$ cat src/rtl/alu_cmd_sequencer.sv
// Command sequencer for the shared 32-bit ALU and barrel shifter; MUL runs as a shift-add loop.
// Optional build macro: MUL_EARLY_EXIT_EN ends MUL once the remaining multiplier bits are zero.
module alu_cmd_sequencer #(
    parameter int MUL_STEPS = 32
) (
    input  logic        clk,
    input  logic        rst_n,
    input  logic        cmd_valid,
    output logic        cmd_ready,
    input  logic [2:0]  cmd_op,
    input  logic [31:0] cmd_a,
    input  logic [31:0] cmd_b,
    output logic        rsp_valid,
    input  logic        rsp_ready,
    output logic [31:0] rsp_result,
    output logic        rsp_zero,
    output logic        rsp_overflow,
    output logic [31:0] aluSrc1,
    output logic [31:0] aluSrc2,
    output logic        invertA,
    output logic        invertB,
    output logic [1:0]  operation,
    input  logic [31:0] alu_result,
    input  logic        alu_zero,
    input  logic        alu_overflow,
    output logic [31:0] sftSrc,
    output logic [4:0]  shamt,
    output logic        leftRight,
    input  logic [31:0] sft_result
);
    localparam int DATA_W = 32;
    localparam int CW     = $clog2(MUL_STEPS + 1);

    localparam logic [2:0] OP_AND = 3'b000;
    localparam logic [2:0] OP_OR  = 3'b001;
    localparam logic [2:0] OP_ADD = 3'b010;
    localparam logic [2:0] OP_SUB = 3'b011;
    localparam logic [2:0] OP_SLT = 3'b100;
    localparam logic [2:0] OP_SLL = 3'b101;
    localparam logic [2:0] OP_SRL = 3'b110;
    localparam logic [2:0] OP_MUL = 3'b111;

    typedef enum logic [1:0] {IDLE, EXEC, MUL, DONE} state_t;

    state_t              state, state_nxt;
    logic [2:0]          op_q;
    logic [DATA_W-1:0]   a_q, b_q;
    logic [DATA_W-1:0]   acc, mcand, mplier;
    logic [CW-1:0]       count;
    logic [DATA_W-1:0]   mul_acc_nxt;
    logic                mul_done;
    logic                is_alu_op;

    assign cmd_ready   = (state == IDLE);
    assign rsp_valid   = (state == DONE);
    assign mul_acc_nxt = mplier[0] ? alu_result : acc;
    assign is_alu_op   = (op_q == OP_AND) || (op_q == OP_OR) || (op_q == OP_ADD) ||
                         (op_q == OP_SUB) || (op_q == OP_SLT);

`ifdef MUL_EARLY_EXIT_EN
    assign mul_done = (count == CW'(MUL_STEPS - 1)) || (mplier[DATA_W-1:1] == '0);
`else
    assign mul_done = (count == CW'(MUL_STEPS - 1));
`endif

    always_comb begin
        state_nxt = state;
        aluSrc1   = '0;
        aluSrc2   = '0;
        invertA   = 1'b0;
        invertB   = 1'b0;
        operation = 2'b00;
        sftSrc    = '0;
        shamt     = '0;
        leftRight = 1'b0;
        case (state)
            IDLE: begin
                if (cmd_valid) state_nxt = (cmd_op == OP_MUL) ? MUL : EXEC;
            end
            EXEC: begin
                state_nxt = DONE;
                case (op_q)
                    OP_AND: begin aluSrc1 = a_q; aluSrc2 = b_q; operation = 2'b00; end
                    OP_OR:  begin aluSrc1 = a_q; aluSrc2 = b_q; operation = 2'b01; end
                    OP_ADD: begin aluSrc1 = a_q; aluSrc2 = b_q; operation = 2'b10; end
                    OP_SUB: begin aluSrc1 = a_q; aluSrc2 = b_q; operation = 2'b10; invertB = 1'b1; end
                    OP_SLT: begin aluSrc1 = a_q; aluSrc2 = b_q; operation = 2'b11; invertB = 1'b1; end
                    OP_SLL: begin sftSrc = a_q; shamt = b_q[4:0]; leftRight = 1'b1; end
                    OP_SRL: begin sftSrc = a_q; shamt = b_q[4:0]; leftRight = 1'b0; end
                    default: ;
                endcase
            end
            MUL: begin
                // acc + mcand on the ALU while the shifter doubles mcand for the next step
                aluSrc1   = acc;
                aluSrc2   = mcand;
                operation = 2'b10;
                sftSrc    = mcand;
                shamt     = 5'd1;
                leftRight = 1'b1;
                if (mul_done) state_nxt = DONE;
            end
            DONE: begin
                if (rsp_ready) state_nxt = IDLE;
            end
            default: state_nxt = IDLE;
        endcase
    end

    always_ff @(posedge clk or negedge rst_n) begin
        if (!rst_n) begin
            state        <= IDLE;
            op_q         <= '0;
            a_q          <= '0;
            b_q          <= '0;
            acc          <= '0;
            mcand        <= '0;
            mplier       <= '0;
            count        <= '0;
            rsp_result   <= '0;
            rsp_zero     <= 1'b0;
            rsp_overflow <= 1'b0;
        end else begin
            state <= state_nxt;
            case (state)
                IDLE: begin
                    if (cmd_valid) begin
                        op_q   <= cmd_op;
                        a_q    <= cmd_a;
                        b_q    <= cmd_b;
                        acc    <= '0;
                        mcand  <= cmd_a;
                        mplier <= cmd_b;
                        count  <= '0;
                    end
                end
                EXEC: begin
                    rsp_result   <= is_alu_op ? alu_result : sft_result;
                    rsp_zero     <= is_alu_op ? alu_zero : (sft_result == '0);
                    rsp_overflow <= ((op_q == OP_ADD) || (op_q == OP_SUB)) ? alu_overflow : 1'b0;
                end
                MUL: begin
                    acc    <= mul_acc_nxt;
                    mcand  <= sft_result;
                    mplier <= mplier >> 1;
                    count  <= count + CW'(1);
                    if (mul_done) begin
                        rsp_result   <= mul_acc_nxt;
                        rsp_zero     <= (mul_acc_nxt == '0);
                        rsp_overflow <= 1'b0;
                    end
                end
                default: ;
            endcase
        end
    end
endmodule

$ cat config.mk
export PLATFORM = sky130hd
export DESIGN_NAME = alu_cmd_sequencer
export DESIGN_NICKNAME = d
export VERILOG_FILES = /design/src/rtl/alu_cmd_sequencer.sv
export SDC_FILE = /design/constraint.sdc
export NUM_CORES = 1
export LEC_CHECK = 0
export CORE_MARGIN = 2
export CORE_UTILIZATION = 46
export CTS_BUF_LIST = sky130_fd_sc_hd__clkbuf_2
export CTS_CLUSTER_DIAMETER = 30
export CTS_CLUSTER_SIZE = 28
export DETAILED_ROUTE_END_ITERATION = 7
export HOLD_SLACK_MARGIN = 0.06
export PLACE_DENSITY_LB_ADDON = 0.1
export SLEW_MARGIN = 10
export SYNTH_ARGS = -nofsm -noshare
export SYNTH_HDL_FRONTEND = slang
export SYNTH_SLANG_ARGS = --single-unit
$ cat constraint.sdc
create_clock -name clk -period 2.2 [get_ports clk]
set_input_delay 0.22 -clock clk [delete_from_list [all_inputs] [get_ports clk]]
set_output_delay 0.22 -clock clk [all_outputs]
set_load 0.01 [all_outputs]
# Word level (Yosys, flattened, before mapping)
# Cells that the tools add are included.
[op_classes]
addsub = 1
n_eq_ne = 14
muxes = 37
n_reduce_logical = 19
[ops]
columns = ["operator", "n"]
rows = [
  ["$pmux W32 S2", 7],
  ["$mux W32", 9],
  ["$logic_not A32 Y1", 2],
  ["$eq A3 B3 Y1 const B", 4],
  ["$pmux W6 S2", 1],
  ["$pmux W5 S2", 1],
  ["$mux W2", 4],
  ["$pmux W2 S4", 1],
  ["$mux W1", 7],
  ["$add A6 B1 Y6 const B", 1],
  ["$eq A3 B2 Y1 const B", 2],
  ["$eq A6 B5 Y1 const B", 1],
  ["$mux W6", 1],
  ["$pmux W1 S2", 3],
  ["$pmux W2 S3", 1],
  ["$reduce_and A2 Y1", 3],
  ["$reduce_or A2 Y1", 3],
  ["$logic_or A1 B1 Y1", 5],
  ["$mux W5", 1],
  ["$reduce_or A5 Y1", 1],
  ["$eq A2 B2 Y1 const B", 2],
  ["$ne A2 B2 Y1 const B", 2],
  ["$pmux W2 S2", 1],
  ["$reduce_bool A2 Y1", 2],
  ["other kinds (6)", 6],
]
[totals]
reg_bits = 205
in_bits = 137
out_inout_bits = 142
word_cells = 82

# Longest topological paths before layout
# Gate-level depths: netlist of the first run.
[depth]
ltp_word = 7
depth_mapped = 9
mapped_depth_nobuf = 7

# Least setup slack after synthesis of the first run
# Ideal clock, no wire load.
[synth_timing]
path_type = "flip-flop to output port"
startpoint = "reg state[0]"
endpoint = "out sftSrc[20]"
t_arrival_ps = 1965
t_required_ps = 1980
setup_slack_ps = 15
stages_incl_launch_ff = 9
cell_sequence = "dfrtp_1 -> inv_1 -> ha_1 -> buf_4 -> clkinv_1 -> nor2_1 -> clkbuf_1 -> buf_1 -> a22o_1"
[synth_between]
elab_chain_cells = 2
[synth_lines]
columns = ["item", "line", "text"]
rows = [
  ["from (decl)", "45", "state_t state, state_nxt;"],
  ["from (signal assigned)", "124", "state <= state_nxt;"],
  ["$eq A2 B2 Y1 / $eq A2 B1 Y1 (equally long branches)", "76", "case (state)"],
  ["$pmux W32 S2 *", "76", ""],
  ["to (decl)", "26", "output logic [31:0] sftSrc,"],
]
# Mark *: on every way between the ends. The rest lies on a longest branch, timed or not.

# Worst setup path in the final report of the first run
[layout_timing]
startpoint = "reg state[1]"
endpoint = "out aluSrc1[14]"
[layout_between]
elab_chain_cells = 2
[layout_lines]
columns = ["item", "line", "text"]
rows = [
  ["$eq A2 B2 Y1 / $eq A2 B1 Y1 (equally long branches)", "76", ""],
  ["$pmux W32 S2 *", "76", ""],
  ["to (decl)", "18", "output logic [31:0] aluSrc1,"],
]
# Marks and branches as above.

==> results of run 1 <==
-- logic make-up after synthesis --
kind of cell    after synthesis  share of synthesized area, %
compound gates              283                          18.1
xor+xnor                      3                         0.250
fa+ha+maj                     6                         0.713
buf+inv                      85                          3.27
flops                       205                          48.7
mux                         189                          19.1
other cells                   1                        0.0356
simple gates                227                          9.82
-- metal layers --
| metal | vias to the layer above | wire (µm) | global-route usage, % |
|---|---|---|---|
| li1 | 4599 | - | - |
| met1 | 4944 | 17200 | 45.2 |
| met2 | 591 | 18200 | 50.0 |
| met3 | 109 | 3360 | 6.43 |
| met4 | 0 | 1660 | 13.8 |
| met5 | - | 0 | 0 |
-- area by class of cell --
type	count	area, µm²	area share [%]
multi-input cells	709	5380	33.4
flip-flops and latches	205	5130	31.8
repair buffers	478	4660	28.9
well taps	285	357	2.21
clock inverters	32	309	1.92
clock buffers	53	265	1.64
inverters	5	22.5	0.140
diodes	1	2.50	0.0155
-- stage by stage --
step,worst slack [ns],cells,util (%)
floorplan,0.0154,999,-
global placement,-0.105,1553,62.4
detailed placement,-0.178,1553,62.4
CTS,-0.598,1757,70.0
global route,-0.697,1768,71.4
finish,-0.588,1768,71.4
-- sequential cells by signal, indices dropped and copies added (netlist names) --
signal and cells:
rsp_zero 1, rsp_overflow 1, a_q 32, mcand 32, count 6, op_q 3
b_q 32, state 2, acc 32, mplier 32, rsp_result 32
-- cells in the final DEF, fill, tap and decap left out, drive strengths merged, types with 2 or more instances in the layout --
| master | Yosys | final |
|---|---|---|
| xor2 | 2 | 2 |
| nand4 | 4 | 4 |
| nor2b | 5 | 5 |
| a22o | 119 | 119 |
| clkinvlp | 0 | 7 |
| nand2 | 143 | 143 |
| o21ai | 132 | 132 |
| nor4 | 22 | 22 |
| clkbuf | 51 | 59 |
| o22ai | 4 | 4 |
| nor2 | 12 | 12 |
| clkinv | 1 | 18 |
| nand3 | 6 | 6 |
| nand2b | 12 | 12 |
| mux2 | 94 | 94 |
| dlygate4sd3 | 0 | 75 |
| and3 | 6 | 6 |
| buf | 29 | 228 |
| a21oi | 15 | 15 |
| and2 | 4 | 4 |
| ha | 6 | 6 |
| mux2i | 95 | 95 |
| a31oi | 6 | 6 |
| inv | 4 | 7 |
| nor3b | 2 | 2 |
| dfrtp | 205 | 205 |
| clkdlybuf4s50 | 0 | 169 |
| bufinv | 0 | 5 |
| or2 | 6 | 6 |
| o21a | 2 | 2 |
| or4 | 3 | 3 |
-- worst min path at each step --
stage	endpoint	slack (ns)
5_1_grt	acc[20]	0.07
4_1_cts	acc[20]	0.06
6_report	acc[20]	0.11
3_5_place_dp	rsp_overflow	0.21
2_1_floorplan	a_q[0]	-0.08
3_3_place_gp	rsp_result[24]	0.21
-- report_power, final --
group	total (mW)	internal, mW	switching [mW]	leakage, nW
logic	13.2	6.64	6.59	4.47
registers	7.11	5.50	1.61	2.54
clock network	3.10	1.35	1.76	0.358
total	23.4	13.5	9.96	7.37
-- timing repair --
item                                    CTS  global route
hold endpoints to repair                314             0
endpoints found under the setup margin  108           145
setup buffers                            32            15
resized for setup                       520            55
gates cloned                             11             5
pin swaps                                53            56
hold buffers                             76             0
==> flow_summary_export.csv, run 1 <==
group,metric,value,unit
place,placedInstanceArea,0.0141,mm²
synthesis,synth_edf_count,0,
critical_path,path_cells,"inv_2 -> ha_4 -> buf_6 -> and3_4 -> buf_12 -> buf_16 -> a22o_1 -> buf_2",
critical_path,max_stage_delay,0.42,ns
global_route,grt_pass1_vias,10100,
critical_path,worst-setup-path-type,"reg -> out",
place,hpwlAfterDp,27.0,mm
final_layout,fin_area,0.0161,mm²
timing,final-max-slew-violation-count,0,
timing,fin_ws,-0.588,ns
critical_path,rr_worst_depth,8,
die,core-area,0.0226,mm²
synthesis,synth.distinct_cells,41,
clock_tree,numCtsBuffers,47,
synthesis,synth_area,0.0105,mm²
status,failed_checks,"negative setup slack",
synthesis,netlist_top_cells_count,"dfrtp_1 (205), nand2_1 (143), o21ai_0 (130)",
critical_path,cp.arrival,2.57,ns
timing,fin_crit,2.79,ns
global_route,grt_usage,32.5,%
clock_tree,cts_tree,"built",
die,num_rows,55,
status,status,"complete, but fails checks",
clock_tree,cts_sinks,205,
critical_path,cpMaxStageDelayCell,"dfrtp_1",
route,viasPerCell,5.79,
timing,timing.slew.headroom,62.0,%
die,die_h,155,µm
die,die-area,0.0241,mm²
timing,hold_slack,0.105,ns
critical_path,critical_path_depth,8,
timing,worst_clock_skew,0.105,ns
global_route,grt_pass1_wl,59.5,mm
critical_path,setup.worst_path.start,"state[1]",
synthesis,synth-seq-area-share,48.7,%
clock_tree,clk_latency,0.87,ns
global_route,overflow,0,
min_path,holdCritStartpoint,"alu_result[20]",
route,drc,0,
synthesis,yosysTopAreaCell,"dfrtp_1",
critical_path,end_kind,"output pin",
synthesis,synth_top_area_share,48.7,%
min_path,holdPathStages,2,
power,power_density,1450,mW/mm²
synthesis,netlist_top_cells_area,"dfrtp_1 (49%), mux2_2 (10%), a22o_1 (9.9%), mux2i_1 (9.0%), o21ai_0 (6.2%)",
critical_path,crit_buf_inv,5,
global_route,grt_max_degree,98,
timing,fin_crit_sh,127,%
die,initial_core_util,46.6,%
synthesis,ys_ff_latch,205,
job,drv_cap,0,
clock_tree,clockBufferDepth,3,
route,via_count,10200,
timing,setup_violations,105,
final_layout,drive_above_1_share,31.6,%
critical_path,endpoint,"aluSrc1[14]",
timing,grt_setup_unrepaired,"true",
clock_tree,cts.clk_slew.worst_paths,0.14,ns
critical_path,r2r_slack,0.03,ns
synthesis,yosys_warnings,0,
critical_path,critPathMaxFanout,6,
timing,worst_pin_slew,0.570,ns
min_path,hold_class,"in -> reg",
synthesis,synth-async-reset-ratio,100,%
synthesis,avgSynthCellArea,10.5,µm²
critical_path,cp-start-kind,"flip-flop",
critical_path,path_delay_family,"buffers and inverters",
synthesis,synth_flop_cell,"dfrtp_1",
power,ir_worst_vdd,0.824,mV
clock_tree,htree_levels,2,
place,io_buffers,277,
route,drt.antenna.violating_nets,0,
route,wirelength,40.4,mm
critical_path,r2r_start,"state[0]",
critical_path,required,1.98,ns
place,gp_congestion,0.980,
critical_path,reg2reg_to,"rsp_zero",
final_layout,final_net_count,1589,
synthesis,syn_nets,1142,
synthesis,synthesis.instances,999,
route,wl_per_cell,22.9,µm
route,drtPass1Iterations,5,
die,ios,279,
global_route,antenna_found_initial,1,
synthesis,yosys.cell_count.top_type,"dfrtp_1",
final_layout,fillerInstances,1747,
final_layout,area_delta_synth_final,53.2,%
timing,setup_tns,-51.55,ns
route,dr.first_iter.drc_count,742,
timing,finalHoldViolations,0,
power,design_power_total,23.4,mW
clock_tree,cts_root_buf,"clkbuf_2",
power,p_leak,7.37,nW
die,die_width,155,µm
timing,max_freq,359,MHz
No activity file was read; power rests on OpenSTA's default activity.
==> run 2: changes to the inputs <==
==> constraint.sdc (replaced) <==
create_clock -name clk -period 2.2 [get_ports clk]
set_input_delay 0.55 -clock clk [delete_from_list [all_inputs] [get_ports clk]]
set_output_delay 0.55 -clock clk [all_outputs]
set_load 0.01 [all_outputs]
==> run 2 against run 1 <==
  * The flow still finishes with violations (negative setup slack)
  * Core utilization grew 2.2 points
  * Critical path depth grew 3
  * Via count rose by 2.5%
  * Flip-flop and latch count is the same
  * Sequential power about the same
  * Hold slack improved by 0.14 ns
  * Worst setup slack got worse by 0.38 ns
  * Cell area rose by 3.1%
  * Combinational power up 17%
==> flow_summary_export.csv, run 2 (synthesis gave the netlist of run 1 again) <==
group,metric,value,unit
status,status,"complete, but fails checks",
status,failed_checks,"negative setup slack",
critical_path,path_common_cell,"buf_6",
route,drtPass1Iterations,5,
final_layout,fin_area,0.0166,mm²
critical_path,path_cells,"buf_6 -> inv_4 -> ha_4 -> inv_4 -> nor2_4 -> buf_6 -> buf_12 -> buf_12 -> buf_6 -> a22o_1 -> buf_2",
timing,setup_tns,-98.05,ns
power,design_power_total,26.2,mW
final_layout,final_common_cell,"dfrtp_1",
die,die_h,155,µm
critical_path,required,1.65,ns
die,initial_core_util,46.6,%
critical_path,reg2reg_to,"rsp_zero",
critical_path,cpMaxStageDelayCell,"dfrtp_1",
place,placed_cells,1599,
global_route,grt_pass1_wl,57.4,mm
clock_tree,cts_tree,"built",
global_route,antenna_found_initial,3,
die,die-area,0.0241,mm²
final_layout,finalCoreUtilization,73.6,%
route,drt.antenna.violating_nets,0,
timing,fin_ws,-0.963,ns
clock_tree,cts.clk_slew.worst_paths,0.15,ns
timing,fin_crit,3.16,ns
clock_tree,clk_latency,0.83,ns
clock_tree,clockBufferDepth,3,
timing,timing.slew.headroom,64.9,%
die,num_rows,55,
place,placedInstanceArea,0.0145,mm²
place,dpl_worst_slack,-0.495,ns
critical_path,critPathMaxFanout,5,
job,drv_cap,0,
die,core-area,0.0226,mm²
critical_path,max_stage_delay,0.43,ns
final_layout,final_net_count,1580,
final_layout,fillerInstances,1641,
timing,finalHoldViolations,0,
clock_tree,cts_sinks,205,
route,wirelength,42.7,mm
clock_tree,htree_levels,2,
critical_path,worst-setup-path-type,"reg -> out",
die,ios,279,
final_layout,layout_common_cells,"dfrtp_1 (204), clkdlybuf4s50_1 (135), nand2_1 (119)",
final_layout,area_delta_synth_final,57.9,%
critical_path,endpoint,"aluSrc2[18]",
power,p_leak,8.01,nW
timing,max_freq,316,MHz
route,viasPerCell,5.96,
final_layout,drive_above_1_share,37.6,%
critical_path,end_kind,"output pin",
route,wl_per_cell,24.3,µm
critical_path,path_delay_family,"buffers and inverters",
critical_path,cp.arrival,2.61,ns
timing,setup_violations,212,
route,drc,0,
critical_path,cp-start-kind,"flip-flop",
timing,fin_crit_sh,144,%
final_layout,final_cells,1761,
route,dr.first_iter.drc_count,777,
power,ir_worst_vdd,0.791,mV
timing,final-max-slew-violation-count,0,
timing,worst_clock_skew,0.0629,ns
place,io_buffers,277,
place,gp_congestion,0.949,
critical_path,crit_buf_inv,8,
min_path,hold_class,"in -> async",
critical_path,r2r_start,"state[0]",
timing,hold_slack,0.247,ns
timing,worst_pin_slew,0.526,ns
critical_path,rr_worst_depth,14,
critical_path,r2r_slack,-0.63,ns
place,hpwlAfterDp,27.4,mm
global_route,grt_max_degree,74,
clock_tree,numCtsBuffers,45,
global_route,overflow,0,
critical_path,setup.worst_path.start,"state[0]",
global_route,grt_usage,31.3,%
global_route,grt_pass1_vias,9690,
critical_path,critical_path_depth,11,
timing,grt_setup_unrepaired,"true",
power,power_density,1580,mW/mm²
route,via_count,10500,
die,die_width,155,µm
clock_tree,cts_root_buf,"clkbuf_2",
==> run 2: how the worst min path moves through the flow <==
stage	end	slack, ns	depth (start not counted)
2_1_floorplan	a_q[0]	0.25	0
4_1_cts	acc[22]	0.24	2
6_report	acc[22]	0.25	2
5_1_grt	acc[22]	0.23	2
3_5_place_dp	rsp_result[20]	0.47	2
3_3_place_gp	rsp_result[25]	0.46	2
==> run 2: final cells by class <==
cell class / count / area [µm²] / share of cell area [%]
timing repair buffer: 471 / 4910 / 29.6
tap: 285 / 357 / 2.15
multi-input combinational: 709 / 5510 / 33.1
sequential: 205 / 5130 / 30.9
clock buffer: 49 / 245 / 1.48
inverter: 5 / 28.8 / 0.173
antenna: 3 / 7.51 / 0.0452
clock inverter: 34 / 432 / 2.60
==> run 2: power breakdown <==
part | switching [mW] | leakage (nW) | total, mW | internal, mW
Sequential | 1.60 | 2.54 | 7.10 | 5.50
Clock | 1.83 | 0.393 | 3.61 | 1.79
Combinational | 7.42 | 5.07 | 15.5 | 8.10
Total | 10.8 | 8.01 | 26.2 | 15.4
==> run 2: layer usage <==
layer	GRT usage (%)	vias up	part of all wire (%)
li1	-	4593	-
met1	45.0	5188	42
met2	47.4	615	46
met3	5.07	101	8.1
met4	12.8	0	4.0
met5	0	-	0
==> run 2: worst reg2reg max path, cell delays in order, from the launching register on <==
cell and delay, ns:
dfrtp_1 0.43, buf_6 0.13, inv_4 0.05, buf_6 0.10, ha_4 0.14, buf_4 0.12
buf_6 0.10, buf_8 0.12, buf_4 0.11, buf_6 0.15, or4b_4 0.48, o22ai_1 0.16
o21ai_1 0.08, or4_1 0.49, a21oi_2 0.13
==> run 2: timing repair <==
action,4_1_cts,5_1_grt
hold endpoints to repair,83,0
gates cloned,6,30
hold buffers,1,0
setup endpoints to repair,143,265
pin swaps,25,44
buffers inserted,20,21
gates resized for setup,435,224
==> run 3: changes to the inputs <==
==> constraint.sdc (replaced) <==
create_clock -name clk -period 2.2 [get_ports clk]
set_input_delay 0.55 -clock clk [delete_from_list [all_inputs] [get_ports clk]]
set_output_delay 0.55 -clock clk [all_outputs]
set_load 0.05 [all_outputs]
==> run 3 against run 2 <==
  * The flow still finishes with violations (negative setup slack)
  * Worst setup slack gained 0.12 ns
  * Cell count is 2.3% lower
  * Fmax up 4.0%
  * Hold slack got worse by 0.075 ns
  * Clock power grew 7.5%
  * Clock skew grew 0.012 ns
  * Wire length down 2.9%
  * Core utilization is 6.2 points higher
  * Critical path depth fell by 3
  * Largest cell class unchanged
==> flow_summary_export.csv, run 3 (synthesis gave the netlist of run 1 again) <==
group,metric,value,unit
power,ir_worst_vdd,1.10,mV
critical_path,worst-setup-path-type,"reg -> out",
clock_tree,cts_sinks,205,
route,wl_per_cell,24.1,µm
critical_path,cp.arrival,2.49,ns
timing,fin_crit_sh,138,%
place,hpwlAfterDp,28.2,mm
power,p_leak,8.09,nW
timing,setup_violations,110,
critical_path,path_cells,"buf_6 -> ha_4 -> buf_6 -> and3_4 -> buf_12 -> clkbuf_16 -> a22o_4 -> buf_12",
status,status,"complete, but fails checks",
critical_path,cp-start-kind,"flip-flop",
critical_path,max_stage_delay,0.43,ns
place,placed_cells,1594,
power,pwr-share-clk,12.5,%
global_route,met1_usage,45.0,%
route,viasPerCell,5.90,
global_route,met2_usage,52.4,%
clock_tree,numCtsBuffers,47,
critical_path,path_delay_family,"buffers and inverters",
power,design_power_total,31.1,mW
global_route,grt_max_degree,63,
status,failed_checks,"negative setup slack",
route,dr.first_iter.drc_count,735,
final_layout,final_common_cell,"dfrtp_1",
critical_path,critPathMaxFanout,6,
timing,max_freq,329,MHz
power,combPwrFrac,64.0,%
clock_tree,cts_root_buf,"clkbuf_2",
place,placedInstanceArea,0.0161,mm²
power,p_int,16.8,mW
timing,worst_clock_skew,0.0749,ns
timing,timing.slew.headroom,60.5,%
place,io_buffers,277,
route,wirelength,41.5,mm
global_route,met3_usage,7.10,%
route,drt.antenna.violating_nets,0,
final_layout,layout_common_cells,"dfrtp_1 (204), clkdlybuf4s50_1 (135), nand2_1 (132)",
final_layout,area_delta_synth_final,71.2,%
timing,hold_slack,0.172,ns
route,via_count,10100,
global_route,grt_usage,33.4,%
die,die-area,0.0241,mm²
route,drc,0,
clock_tree,htree_levels,2,
route,drtPass1Iterations,5,
timing,fin_crit,3.04,ns
die,num_rows,55,
die,initial_core_util,46.6,%
timing,fin_ws,-0.840,ns
global_route,grt_pass1_vias,10400,
die,die_width,155,µm
clock_tree,cts.clk_slew.worst_paths,0.20,ns
final_layout,drive_above_1_share,42.7,%
place,gp_congestion,0.926,
die,die_h,155,µm
timing,final-max-slew-violation-count,0,
critical_path,cpMaxStageDelayCell,"dfrtp_1",
clock_tree,cts_tree,"built",
timing,finalHoldViolations,0,
power,switchingPower,14.3,mW
power,seq_power_share,23.5,%
global_route,overflow,0,
timing,grt_setup_unrepaired,"true",
global_route,antenna_found_initial,3,
final_layout,final_net_count,1541,
critical_path,required,1.65,ns
clock_tree,clockBufferDepth,3,
critical_path,end_kind,"output pin",
die,core-area,0.0226,mm²
job,drv_cap,0,
die,ios,279,
final_layout,final_cells,1721,
global_route,top_usage_layer,"met2",
min_path,hold_class,"in -> async",
power,power_density,1730,mW/mm²
timing,worst_pin_slew,0.587,ns
final_layout,fin_area,0.0180,mm²
global_route,grt_pass1_wl,61.4,mm
power,switching_share,46.0,%
critical_path,crit_buf_inv,5,
clock_tree,clk_latency,0.86,ns
run 3: power by group through the flow:
stage	Sequential [mW]	Combinational [mW]	Clock, mW
5_1_grt	7.50	20.8	4.10
4_1_cts	7.12	18.8	3.89
2_1_floorplan	7.60	9.84	0
6_report	7.31	19.9	3.88
3_5_place_dp	7.14	17.5	0
3_3_place_gp	7.05	17.3	0
run 3: worst paths after layout:
path,from,end,slack [ns],cells past startpoint
max in group asynchronous,rst_n,a_q[6],1.29,3
min in group clk,cmd_b[9],b_q[9],0.35,2
hold / removal,rst_n,acc[23],0.17,2
setup reg to reg,state[0],rsp_zero,-0.20,9
setup / recovery,state[0],aluSrc2[20],-0.84,8
hold reg to reg,rsp_overflow,rsp_overflow,0.49,2
run 3: area by class of cell:
cell class / instances / area, µm²
fill: 1330 / 4550
tap: 285 / 357
clock buffer: 52 / 260
clock inverter: 33 / 468
multi-input combinational: 709 / 6210
timing repair buffer: 430 / 5560
sequential: 205 / 5130
inverter: 5 / 26.3
antenna: 2 / 5.00
run 3: what timing repair did:
| action | in CTS | in global routing |
|---|---|---|
| resized for setup | 160 | 93 |
| endpoints found under the hold margin | 205 | 0 |
| pin swaps | 15 | 21 |
| endpoints found under the setup margin | 155 | 201 |
| cloned | 7 | 6 |
| hold buffers | 1 | 0 |
| buffers inserted | 22 | 11 |
run 3: metrics by stage:
step / utilization, % / setup TNS, ns / setup WS, ns
final: 79.8 / -83.01 / -0.840
after global placement: 71.3 / -2.16 / -0.316
after CTS: 77.7 / -86.92 / -0.868
after global routing: 79.8 / -92.52 / -0.918
after detailed placement: 71.3 / -4.55 / -0.302
after floorplan: - / -4.78 / -0.0996
run 3: layer usage:
| layer | share of wire (%) | vias up |
|---|---|---|
| met3 | 8.1 | 110 |
| met1 | 40 | 4966 |
| met2 | 47 | 546 |
| met5 | 0.031 | - |
| met4 | 4.5 | 2 |
| li1 | - | 4524 |
